[src/rtl/sdram_init_seq.sv]
// SDRAM power-up initialization sequencer.
// Walks WAIT -> PRE -> ARF x ARF_NUM -> MRS -> [EMRS] -> DONE, driving one
// command per step and NOP in between, then holds Init_done until a
// software re-initialization request restarts the sequence at PRE.
module sdram_init_seq #(
   parameter int                ADDR_W        = 12,
   parameter int                BA_W          = 2,
   parameter int                T_POWERUP     = 10000,
   parameter int                T_RP          = 2,
   parameter int                T_RFC         = 7,
   parameter int                T_MRD         = 2,
   parameter int                ARF_NUM       = 2,
   parameter logic [2:0]        CAS_LAT       = 3'd3,
   parameter logic              BURST_TYPE    = 1'b0,
   parameter logic [2:0]        BURST_LEN     = 3'b111,
   parameter logic              WR_BURST_MODE = 1'b0,
   parameter logic              EMRS_EN       = 1'b0,
   parameter logic [ADDR_W-1:0] EMRS_VAL      = '0
) (
   input  logic              Sys_clk,
   input  logic              Rst,
   input  logic              Init_req,
   output logic [3:0]        Command_init,
   output logic [ADDR_W-1:0] Init_a_addr,
   output logic [BA_W-1:0]   Init_bank_addr,
   output logic              Init_busy,
   output logic              Init_done
);

   // One shared delay counter sized for the longest interval in the sequence.
   localparam int T_MAX_A = (T_POWERUP > T_RFC) ? T_POWERUP : T_RFC;
   localparam int T_MAX_B = (T_RP > T_MRD) ? T_RP : T_MRD;
   localparam int T_MAX   = (T_MAX_A > T_MAX_B) ? T_MAX_A : T_MAX_B;
   localparam int CNT_W   = $clog2(T_MAX + 1);
   localparam int REF_W   = $clog2(ARF_NUM + 1);

   // {CS_N, RAS_N, CAS_N, WE_N}
   localparam logic [3:0] CMD_NOP = 4'b0111;
   localparam logic [3:0] CMD_PRE = 4'b0010;
   localparam logic [3:0] CMD_ARF = 4'b0001;
   localparam logic [3:0] CMD_MRS = 4'b0000;

   // A10 high selects all banks for PRECHARGE.
   localparam logic [ADDR_W-1:0] PRE_ADDR = ADDR_W'(11'h400);
   localparam logic [ADDR_W-1:0] MRS_ADDR =
      ADDR_W'({WR_BURST_MODE, 2'b00, CAS_LAT, BURST_TYPE, BURST_LEN});
   localparam logic [BA_W-1:0]   EMRS_BA  = BA_W'(2'b10);

   // Counter value on the edge that ends each interval.
   localparam logic [CNT_W-1:0] CNT_PWR = CNT_W'(T_POWERUP - 1);
   localparam logic [CNT_W-1:0] CNT_RP  = CNT_W'(T_RP - 1);
   localparam logic [CNT_W-1:0] CNT_RFC = CNT_W'(T_RFC - 1);
   localparam logic [CNT_W-1:0] CNT_MRD = CNT_W'(T_MRD - 1);
   localparam logic [REF_W-1:0] REF_LAST = REF_W'(ARF_NUM);

   // State names the last command issued; the counter times the gap after it.
   typedef enum logic [2:0] {
      S_WAIT,
      S_PRE,
      S_ARF,
      S_MRS,
      S_EMRS,
      S_DONE
   } state_t;

   state_t            r_state;
   logic [CNT_W-1:0]  r_cnt;
   logic [REF_W-1:0]  r_ref;
   logic [3:0]        r_cmd;
   logic [ADDR_W-1:0] r_addr;
   logic [BA_W-1:0]   r_ba;
   logic              r_busy;
   logic              r_done;

   // Sequencer FSM: issues each command for one cycle, NOP otherwise.
   always_ff @(posedge Sys_clk) begin
      if (Rst) begin
         r_state <= S_WAIT;
         r_cnt   <= '0;
         r_ref   <= '0;
         r_cmd   <= CMD_NOP;
         r_addr  <= '0;
         r_ba    <= '0;
         r_busy  <= 1'b1;
         r_done  <= 1'b0;
      end else begin
         r_cmd  <= CMD_NOP;
         r_addr <= '0;
         r_ba   <= '0;
         r_cnt  <= r_cnt + 1'b1;
         case (r_state)
            S_WAIT: begin
               if (r_cnt == CNT_PWR) begin
                  r_state <= S_PRE;
                  r_cmd   <= CMD_PRE;
                  r_addr  <= PRE_ADDR;
                  r_cnt   <= '0;
                  r_ref   <= '0;
               end
            end
            S_PRE: begin
               if (r_cnt == CNT_RP) begin
                  r_state <= S_ARF;
                  r_cmd   <= CMD_ARF;
                  r_cnt   <= '0;
                  r_ref   <= REF_W'(1);
               end
            end
            S_ARF: begin
               if (r_cnt == CNT_RFC) begin
                  r_cnt <= '0;
                  if (r_ref == REF_LAST) begin
                     r_state <= S_MRS;
                     r_cmd   <= CMD_MRS;
                     r_addr  <= MRS_ADDR;
                  end else begin
                     r_cmd <= CMD_ARF;
                     r_ref <= r_ref + 1'b1;
                  end
               end
            end
            S_MRS: begin
               if (r_cnt == CNT_MRD) begin
                  r_cnt <= '0;
                  if (EMRS_EN) begin
                     r_state <= S_EMRS;
                     r_cmd   <= CMD_MRS;
                     r_addr  <= EMRS_VAL;
                     r_ba    <= EMRS_BA;
                  end else begin
                     r_state <= S_DONE;
                     r_busy  <= 1'b0;
                     r_done  <= 1'b1;
                  end
               end
            end
            S_EMRS: begin
               if (r_cnt == CNT_MRD) begin
                  r_cnt   <= '0;
                  r_state <= S_DONE;
                  r_busy  <= 1'b0;
                  r_done  <= 1'b1;
               end
            end
            S_DONE: begin
               // Counter parked so it never wraps while idle.
               r_cnt <= '0;
               if (Init_req) begin
                  // Re-init skips the power-up wait and issues PRE right away.
                  r_state <= S_PRE;
                  r_cmd   <= CMD_PRE;
                  r_addr  <= PRE_ADDR;
                  r_ref   <= '0;
                  r_busy  <= 1'b1;
                  r_done  <= 1'b0;
               end
            end
            default: begin
               r_state <= S_WAIT;
               r_cnt   <= '0;
               r_ref   <= '0;
               r_busy  <= 1'b1;
               r_done  <= 1'b0;
            end
         endcase
      end
   end

   assign Command_init   = r_cmd;
   assign Init_a_addr    = r_addr;
   assign Init_bank_addr = r_ba;
   assign Init_busy      = r_busy;
   assign Init_done      = r_done;

endmodule

[config.mk]
export PLATFORM = sky130hd
export DESIGN_NAME = sdram_init_seq
export DESIGN_NICKNAME = d
export VERILOG_FILES = /design/src/rtl/sdram_init_seq.sv
export SDC_FILE = /design/constraint.sdc
export NUM_CORES = 1
export LEC_CHECK = 0
export BUFFER_PORTS_ARGS = -buffer_cell sky130_fd_sc_hd__clkbuf_2
export CAP_MARGIN = 5
export CORE_MARGIN = 4
export CORE_UTILIZATION = 50
export DETAILED_ROUTE_END_ITERATION = 7
export GPL_TIMING_DRIVEN = 0
export PLACE_DENSITY = 0.72
export SLEW_MARGIN = 30
export SYNTH_ARGS = -nofsm -noshare
export SYNTH_HDL_FRONTEND = slang
export SYNTH_SLANG_ARGS = --single-unit
[constraint.sdc]
create_clock -name Sys_clk -period 2.14 [get_ports Sys_clk]
set_clock_uncertainty 0.1 [all_clocks]
set_input_delay 0.107 -clock Sys_clk [delete_from_list [all_inputs] [get_ports Sys_clk]]
set_output_delay 0.107 -clock Sys_clk [all_outputs]
set_load 0.05 [all_outputs]
### Yosys cells after proc, flatten, opt, wreduce, memory -nomap -nowiden

Cells that the tools add are included.

| operators by class | value |
|---|---|
| add/subtract/negate cells | 2 |
| eq/ne operators | 16 |
| mux-type cells | 34 |
| bitwise gates (word level) | 2 |
| reduce and logical (&&, ||, !) cells | 7 |

Operators with widths:

| operator | number |
|---|---|
| $mux W14 | 3 |
| $pmux W14 S3 | 1 |
| $pmux W11 S3 | 1 |
| $mux W3 | 10 |
| $mux W11 | 2 |
| $pmux W3 S5 | 1 |
| $add A14 B1 Y14 const B | 1 |
| $eq A14 B1 Y1 const B | 1 |
| $eq A14 B14 Y1 const B | 1 |
| $eq A14 B3 Y1 const B | 1 |
| $mux W6 | 2 |
| $ne A2 B2 Y1 const B | 6 |
| $pmux W3 S4 | 1 |
| $reduce_and A6 Y1 | 2 |
| $mux W2 | 5 |
| $pmux W2 S5 | 1 |
| $eq A3 B2 Y1 const B | 2 |
| $eq A3 B3 Y1 const B | 2 |
| $pmux W1 S3 | 2 |
| $reduce_or A3 Y1 | 2 |
| $mux W1 | 5 |
| $eq A3 B1 Y1 const B | 1 |
| $logic_not A3 Y1 | 1 |
| $reduce_and A3 Y1 | 1 |
| other kinds (5) | 6 |

| word-level totals | value |
|---|---|
| bits in registers | 37 |
| input port bits | 3 |
| output and inout port bits | 20 |
| word-level logic and storage cells | 68 |

### Longest topological paths before layout

Gate-level depths: netlist of run 1.

| depth | value |
|---|---|
| word-level depth | 4 |
| gate-level depth with buffers | 8 |
| depth with buffers taken out | 7 |

### Worst setup path after synthesis of run 1

No wires, ideal clock.

| timing | value |
|---|---|
| kind | reg-to-reg |
| start | register r_cnt[0] |
| end | register r_cnt[10] |
| library setup time | 64 ps |
| arrival | 1706 ps |
| required time | 1976 ps |
| slack | 270 ps |
| cell stages (with the launch flop) | 9 |
| path buffers | 1 |
| period minus slack after synthesis | 1870 ps |
| cells stage by stage | dfxtp_1 -> inv_1 -> ha_1 -> nor4bb_1 -> and4_1 -> o22a_2 -> a211o_1 -> buf_6 -> nor2_1 |

| on the way | value |
|---|---|
| cells in the longest elaborated chain, start to end | 3 |
| elaborated cells between the ends (all ways) | 8 |
| classes of those cells | 1 x add/sub; 3 x eq/ne; 4 x mux |

RTL lines:

| element | line | RTL |
|---|---|---|
| from (decl) | 67 | `logic [CNT_W-1:0] r_cnt;` |
| from (signal assigned) | 90 | `r_cnt <= r_cnt + 1'b1;` |
| $add A14 B1 Y14 (tied with other cells) | 90 |  |
| $mux W14, on equally long branches | - |  |
| $pmux W14 S3 * | 91 | `case (r_state)` |

Mark *: on every way between the ends. The rest lies on a longest branch, timed or not.
A chain may end at the register's enable or synchronous reset.

### Final worst setup path of run 1

Same ends and word-level chain as after synthesis.

==> metrics.txt, run 1 <==
via count=1183; Compound-Gate Fraction of Synth Area=10.4%; Sinks on Clock Net=26; fin worst setup slack=0.0864 ns; sequential area share after synthesis=36.3%; Arr. time, crit path=2.21 ns; fillers=258; DRC=0; antenna violations before repair=0; first-pass GRT wire length=4220 um; Rows=19; Max rail drop VDD=0.000572 V; Fin Setup TNS=0 ns; Pre-Repair DR Iteration Count=4; final cell utilization of the core=58.2%; Layout area overhead=12.0%; worst skew pair latency=0.32 ns; Slew Limit Fails=0; fin nets=203; Post-CTS Setup Inserts=0; status=completed; register bit total from synthesis=26; initial drt markers=53; Final period util=96.0%; HP Class=input port to flop; commonest non-fill, non-tap cell in the layout=nor2_1; vias in the first global route=1035; Fmax=0.487 GHz; critical path peak fanout=10; pre-CTS worst setup slack=0.0505 ns; largest family of logic cells by synthesized area=simple AND/OR/NAND/NOR gates; Mapped Area=1430 um2; Pwr Total=1170 uW; critical path startpoint category=flop; htree depth=1; mux cell area share after synthesis=3.75%; CTS buffer count=3; Power Density=727 nW/um2; width of the die=61.6 um; core area=2760 um2; worst setup path class=flop to flop; gate count of the mapped netlist=170; largest net degree at the start of global routing=14; CTS Hold Bufs=0; grt total ovfl=0; starting density of the core=52.0%; diodes inserted=0; Total GRT Usage=14.8%; CTS tree=yes; number of port buffers=13; Worst Setup End Kind=flop; fin crit period=2.05 ns; clock root cell=clkbuf_4; final hold viol count=0; layout cell share with drive strength beyond 1=21.1%; DP HPWL=2120 um; final wirelength=2790 um; ANT nets after route=0; P_leak=0.000681 uW; wire per inst=12.4 um; Synthesis Warnings=0; most frequent cells in the layout=30 x nor2_1, 25 x dfxtp_1, 13 x nand2_1, 13 x buf_4, 13 x clkbuf_2; Synth Area in Simple Gates=28.0%; Max-cap violations=0; Clk pin slew, worst setup/hold paths=0.14 ns; top_reg_cell synth=dfxtp_1; area share of fa/ha/maj cells after synthesis=3.49%; RSZ-0062 raised after global routing=no; final setup vio count=0; Worst Path Required=2.30 ns; Post-synth EDFFs=0; clk buf depth=2; die height=61.6 um; syn_area_per_cell=8.43 um2; gp weighted congestion=0.850; DR vias/cell=5.26; ys async rst share=0%; Synth cell types=39; Post-Synth XOR/XNOR Area=7.33%; DIE AREA=3790 um2; post_cts resized=0; Ports=23
## through the flow
stage | instance area [um2] | hold slack [ns] | cells
2_1_floorplan | 1460 | 0.140 | 178
3_3_place_gp | 1570 | 0.360 | 222
3_5_place_dp | 1570 | 0.361 | 222
4_1_cts | 1590 | 0.0300 | 225
5_1_grt | 1610 | 0.0733 | 225
6_report | 1610 | 0.0626 | 225
## power by group
| part | switching [uW] | internal, uW | leakage (uW) |
|---|---|---|---|
| logic | 246 | 145 | 0.000457 |
| clock network | 141 | 66.0 | 0.0000138 |
| registers | 41.2 | 527 | 0.000211 |
## final timing paths
path                 start              end  slack [ns]  depth (start not counted)
setup / recovery  r_cnt[0]        r_cnt[10]        0.09                          7
hold / removal         Rst  Command_init[2]        0.06                          3
setup reg to reg  r_cnt[0]        r_cnt[10]        0.09                          7
hold reg to reg   r_cnt[0]         r_cnt[0]        0.36                          1
## layout make-up
cell class | count | area [um2] | area share (%)
plain buffers | 18 | 131 | 8.18
clock buffers | 3 | 22.5 | 1.40
inverters | 5 | 18.8 | 1.17
multi-input cells | 129 | 805 | 50.1
flip-flops and latches | 26 | 524 | 32.7
well taps | 31 | 38.8 | 2.42
repair buffers | 13 | 65.1 | 4.05
## cell usage after synthesis (2+ instances only)
cell | count | area, um2
buf_6 | 2 | 22.5
o211ai_1 | 2 | 15.0
nand3_1 | 8 | 40.0
ha_1 | 4 | 50.1
nor2_1 | 30 | 113
mux2i_1 | 2 | 20.0
a21oi_1 | 4 | 20.0
inv_1 | 5 | 18.8
nand2_1 | 13 | 48.8
nand4_1 | 3 | 18.8
xnor2_1 | 4 | 35.0
buf_4 | 13 | 97.6
nor2b_1 | 2 | 12.5
clkbuf_1 | 3 | 11.3
dfxtp_1 | 26 | 521
mux2_2 | 3 | 33.8
and4_1 | 4 | 35.0
xor2_1 | 8 | 70.1
nand2b_1 | 4 | 25.0
o21ai_0 | 6 | 30.0
and3_1 | 3 | 18.8
or3_1 | 2 | 12.5
nor3_1 | 3 | 15.0
## sequential cells by signal, summed over array words and instances, names as in the netlist
name	cells
r_cnt	14
Init_done	1
r_state	3
Init_a_addr	2
r_ref	2
Init_busy	1
Command_init	3
## cell families after synthesis
family | after synthesis
AOI/OAI and AO/OA | 21
other | 1
and+or+nand+nor | 78
buffers and inverters | 23
DFF | 26
xor gates and xnor gates | 12
muxes | 5
adders and majority gates | 4
## metal layers
metal	global-route usage, %	vias up	share of wire [%]
li1	-	604	-
met1	17.6	537	44
met2	24.8	35	47
met3	3.98	7	7.4
met4	6.67	0	1.6
met5	0	-	0
## worst max-delay path, stage by stage, from the launching register on
cell,delay (ns)
dfxtp_4,0.39
ha_1,0.23
and3_1,0.22
and4_4,0.20
o22a_2,0.22
a211o_4,0.37
buf_6,0.15
nor2_1,0.11
Note: power is estimated with default switching activity, not from simulation.
==> run 2, diff against run 1 <==
ABC_AREA = 1   (was default)
CTS_CLUSTER_DIAMETER = 80   (was default)
==> metrics.txt, run 2 <==
Pwr Total=1610 uW (+38%); register bit total from synthesis=26 (unchanged); die height=62.4 um (+1.4%); Multi-input gate area=762 um2 (-5.3%); DR top layer=met4; core area=2810 um2 (+1.7%); ANT nets after route=0 (unchanged); gate count of the mapped netlist=220 (+29%); Slew Limit Fails=0 (unchanged); htree depth=1 (unchanged); first-pass GRT wire length=5000 um (+19%); RSZ-0062 raised after global routing=no; status=completed; wire per inst=9.86 um (-21%); critical path startpoint category=flop; clock root cell=clkbuf_4; Reg with most FFs=r_cnt; CTS tree=yes; via count=1293 (+9.3%); width of the die=62.4 um (+1.4%); DR vias/cell=4.67 (-11%); Worst Min Path Start=Init_busy; commonest non-fill, non-tap cell in the layout=nor2_1; Post-synth EDFFs=0 (unchanged); wl on met1=1490 um (+21%); layout cell share with drive strength beyond 1=18.3% (-2.8 points); most frequent cells in the layout=51 x nor2_1, 38 x nand2_1, 28 x inv_1, 26 x dfxtp_1; max reg flops=14 (unchanged); Post-synth top cells=51 x nor2_1, 38 x nand2_1, 28 x inv_1; met2 routed WL=1080 um (-18%); Clk pin slew, worst setup/hold paths=0.13 ns (about the same); vias in the first global route=1148 (+11%); Pre-Repair DR Iteration Count=4 (unchanged); HP Class=flop to flop; largest net degree at the start of global routing=14 (unchanged); most numerous cell in the Yosys netlist=nor2_1; worst r2r src=r_cnt[0]; fin crit period=1.82 ns (-0.232 ns); wire length on met3=132 um (-36%); critical path peak fanout=10 (unchanged); Total GRT Usage=15.2% (+0.38 points); initial drt markers=58 (+9.4%); Final period util=85.1% (-11 points); grt total ovfl=0 (unchanged); number of port buffers=13 (unchanged); final wirelength=2730 um (-2.2%); top_reg_cell synth=dfxtp_1; worst setup path class=flop to flop; Yosys top cell by area=dfxtp_1; hold_ws=0.394 ns (+0.332 ns); diodes inserted=0 (unchanged); final setup vio count=0 (unchanged); fillers=280 (+8.5%); Arr. time, crit path=1.93 ns (-0.28 ns); Ports=23 (unchanged); DRC=0 (unchanged); clk buf depth=2 (unchanged); Layout area overhead=11.9% (about the same); Max rail drop VDD=0.000624 V (+8.9%); antenna violations before repair=0 (unchanged); gp weighted congestion=0.846 (-0.48%); DIE AREA=3900 um2 (+2.9%); fin nets=255 (+26%); Fin Setup TNS=0 ns (unchanged); syn_area_per_cell=6.73 um2 (-20%); Rows=19 (unchanged); crit path from=r_cnt[0]; Power Density=971 nW/um2 (+34%); DP HPWL=2160 um (+1.8%); worst skew pair latency=0.31 ns (about the same); Worst Setup End Kind=flop; Synth cell types=28 (-28%); FF/Latch Area=520 um2 (-0.72%); sequential area share after synthesis=35.1% (-1.2 points); post_cts resized=0 (unchanged); Mapped Area=1480 um2 (+3.3%); Max-cap violations=0 (unchanged); CTS Hold Bufs=2 (+2); Fmax=0.549 GHz (+13%); CTS buffer count=3 (unchanged); ys async rst share=0% (unchanged); final cell utilization of the core=59.1% (+0.89 points); P_leak=0.000808 uW (+19%); Synthesis Warnings=0 (unchanged); Worst Path Required=2.25 ns (-0.05 ns); Post-CTS Setup Inserts=0 (unchanged); starting density of the core=52.8% (+0.81 points); final hold viol count=0 (unchanged); Area contributors post-synth=dfxtp_1 35%, nor2_1 13%, nand2_1 9.6%, inv_1 7.1%, buf_4 6.6%; Yosys top cell area share=35.1% (-1.2 points); Sinks on Clock Net=26 (unchanged)
==> run 2: stage by stage <==
step	area [um2]	cells	worst slack [ns]
6_report	1660	277	0.318
5_1_grt	1660	277	0.182
4_1_cts	1660	277	0.307
3_5_place_dp	1620	272	0.333
3_3_place_gp	1620	272	0.363
2_1_floorplan	1510	228	0.587
==> run 2: layout make-up <==
type / count / share of cell area [%]
Clock buffer: 3 / 1.36
Inverter: 32 / 7.25
Timing Repair Buffer: 15 / 5.13
Buffer: 14 / 6.57
Sequential cell: 26 / 31.4
Multi-Input combinational cell: 156 / 46.0
Tap cell: 31 / 2.34
==> run 2: cells by family after synthesis <==
family,count (synthesis),share of synthesized area (%)
and+or+nand+nor,122,36.8
buffers and inverters,46,15.5
DFF,26,35.1
AOI/OAI and AO/OA,15,5.41
xor gates and xnor gates,6,3.55
adders and majority gates,4,3.38
other,1,0.253
==> run 2: per-layer routing <==
layer,track usage (%),vias up
met2,22.0,29
li1,-,712
met5,0,-
met3,3.06,2
met4,4.13,0
met1,22.6,550
==> run 2: final timing paths <==
path / end / cells past startpoint / slack, ns
worst min register to register: Init_busy / 2 / 0.39
worst min-delay path: Init_busy / 2 / 0.39
worst max register to register: r_cnt[13] / 11 / 0.32
worst max-delay path: r_cnt[13] / 11 / 0.32
==> run 2: where the power goes <==
part           internal (uW)  switching [uW]
combinational            242             551
sequential               562            58.5
clock                   65.7             131
==> run 2: worst max-delay path, cell delays in order (launching register included) <==
cell	delay [ns]
dfxtp_1	0.43
ha_1	0.23
nand3_1	0.14
nor2_1	0.14
nand2_1	0.08
nand2_1	0.09
nand2_1	0.06
inv_2	0.13
nand2_4	0.07
nand2_2	0.07
buf_6	0.14
nor3_1	0.05
==> run 3, diff against run 2 <==
CORE_UTILIZATION = 55   (was 50)
PLACE_DENSITY = 0.78   (was 0.72)
==> metrics.txt, run 3 (same netlist as run 2, synthesis figures left out) <==
Max-cap violations=0 (unchanged); max reg flops=14 (unchanged); Worst Path Required=2.26 ns (about the same); Pre-Repair DR Iteration Count=4 (unchanged); worst r2r src=r_cnt[0]; fin crit period=1.79 ns (-0.0326 ns); CP Cell Sequence=ha_1 > nand3_1 > nor2_1 > nand2_1 > nand2_1 > nand2_1 > inv_2 > nand2_4 > nand2_2 > buf_6 > nor3_1; DIE AREA=3590 um2 (-7.9%); CTS tree=yes; antenna violations before repair=0 (unchanged); critical path startpoint category=flop; Critical Path End=r_cnt[13]; starting density of the core=58.7% (+5.9 points); worst r2r path cells=11 (unchanged); Worst Setup End Kind=flop; Slowest Stage Delay on Critical Path=0.42 ns (about the same); die height=59.9 um (-4.1%); clock root cell=clkbuf_4; P_leak=0.000808 uW (unchanged); ANT nets after route=0 (unchanged); largest net degree at the start of global routing=14 (unchanged); gp weighted congestion=0.857 (+1.3%); Ports=23 (unchanged); Fmax=0.559 GHz (+1.8%); Reg with most FFs=r_cnt; most frequent cells in the layout=51 x nor2_1, 38 x nand2_1, 28 x inv_1, 26 x dfxtp_1; Power Density=978 nW/um2 (+0.77%); final setup vio count=0 (unchanged); initial drt markers=39 (-33%); crit-path leading delay family=simple AND/OR/NAND/NOR gates; Layout area overhead=11.8% (about the same); most frequent CP cell=nand2_1; CTS buffer count=3 (unchanged); flop-to-flop setup slack=0.35 ns (+0.03 ns); crit path from=r_cnt[0]; grt total ovfl=0 (unchanged); critical path peak fanout=10 (unchanged); RSZ-0062 raised after global routing=no; status=completed; CP max stage cell=dfxtp_1; final hold viol count=0 (unchanged); Rows=18 (-1); Clk pin slew, worst setup/hold paths=0.13 ns (about the same); Total GRT Usage=17.0% (+1.8 points); Fin Setup TNS=0 ns (unchanged); final cell utilization of the core=65.7% (+6.6 points); worst skew pair latency=0.32 ns (about the same); htree depth=1 (unchanged); number of port buffers=13 (unchanged); DP HPWL=2110 um (-2.2%); final wirelength=2730 um (-0.15%); DRC=0 (unchanged); Arr. time, crit path=1.91 ns (-0.02 ns); commonest non-fill, non-tap cell in the layout=nor2_1; Final period util=83.6% (-1.5 points); Slew Limit Fails=0 (unchanged); via count=1285 (-0.62%); fin nets=255 (unchanged); DR vias/cell=4.66 (-0.26%); Buf/Inv on CP=2 (unchanged); width of the die=59.9 um (-4.1%); r2r endpoint=r_cnt[13]; layout cell share with drive strength beyond 1=18.3% (unchanged); core area=2520 um2 (-10%); first-pass GRT wire length=4720 um (-5.5%); diodes inserted=0 (unchanged); Max rail drop VDD=0.000813 V (+30%); post_cts resized=0 (unchanged); worst setup path class=flop to flop; HP Class=flop to flop; vias in the first global route=1111 (-3.2%); Worst path depth=11 (unchanged); hold_ws=0.398 ns (+0.00391 ns); wire per inst=9.88 um (+0.22%); Sinks on Clock Net=26 (unchanged); clk buf depth=2 (unchanged)
[run 3: cell counts in the layout (fill, tap and decap cells not counted)]
Identical to the previous run, type by type.
[run 3: final cells by class]
type                       count  area, um2
clock buffer                   3       22.5
buffer                        14        109
sequential                    26        520
timing repair buffer          15       85.1
inverter                      32        120
tap                           30       37.5
fill                         235        866
multi-input combinational    156        762
[run 3: worst min-delay path by stage]
stage / startpoint / end / slack (ns) / cells past startpoint
floorplan: Rst / Init_done / 0.08 / 1
global placement: Rst / Init_done / 0.25 / 2
detailed placement: Rst / Init_done / 0.25 / 2
CTS: r_cnt[0] / r_cnt[0] / 0.40 / 1
global route: r_cnt[0] / r_cnt[0] / 0.42 / 1
finish: r_cnt[0] / r_cnt[0] / 0.40 / 1
[run 3: timing repair]
item,in CTS,in global routing
setup buffers,0,0
endpoints found under the hold margin,2,0
hold buffers,2,0
[run 3: power by group]
group	total [uW]	switching, uW	leakage [uW]	internal, uW
clock	208	142	0.0000138	65.9
sequential	621	58.9	0.000212	562
combinational	792	551	0.000582	241
total	1620	751	0.000808	869
[run 3: per-stage QoR]
step                      area (um2)  instances  setup slack [ns]  power, uW
after floorplan                 1510        228             0.587       1270
after global placement          1610        271             0.372       1400
after detailed placement        1610        271             0.371       1410
after CTS                       1660        276             0.336       1620
after global routing            1660        276             0.170       1760
final                           1660        276             0.351       1620
[run 3: per-layer routing]
layer / GRT usage (%) / routed length, um
met1: 24.7 / 1450
met2: 25.2 / 1110
met3: 2.81 / 143
met4: 5.70 / 28
met5: 0 / 0
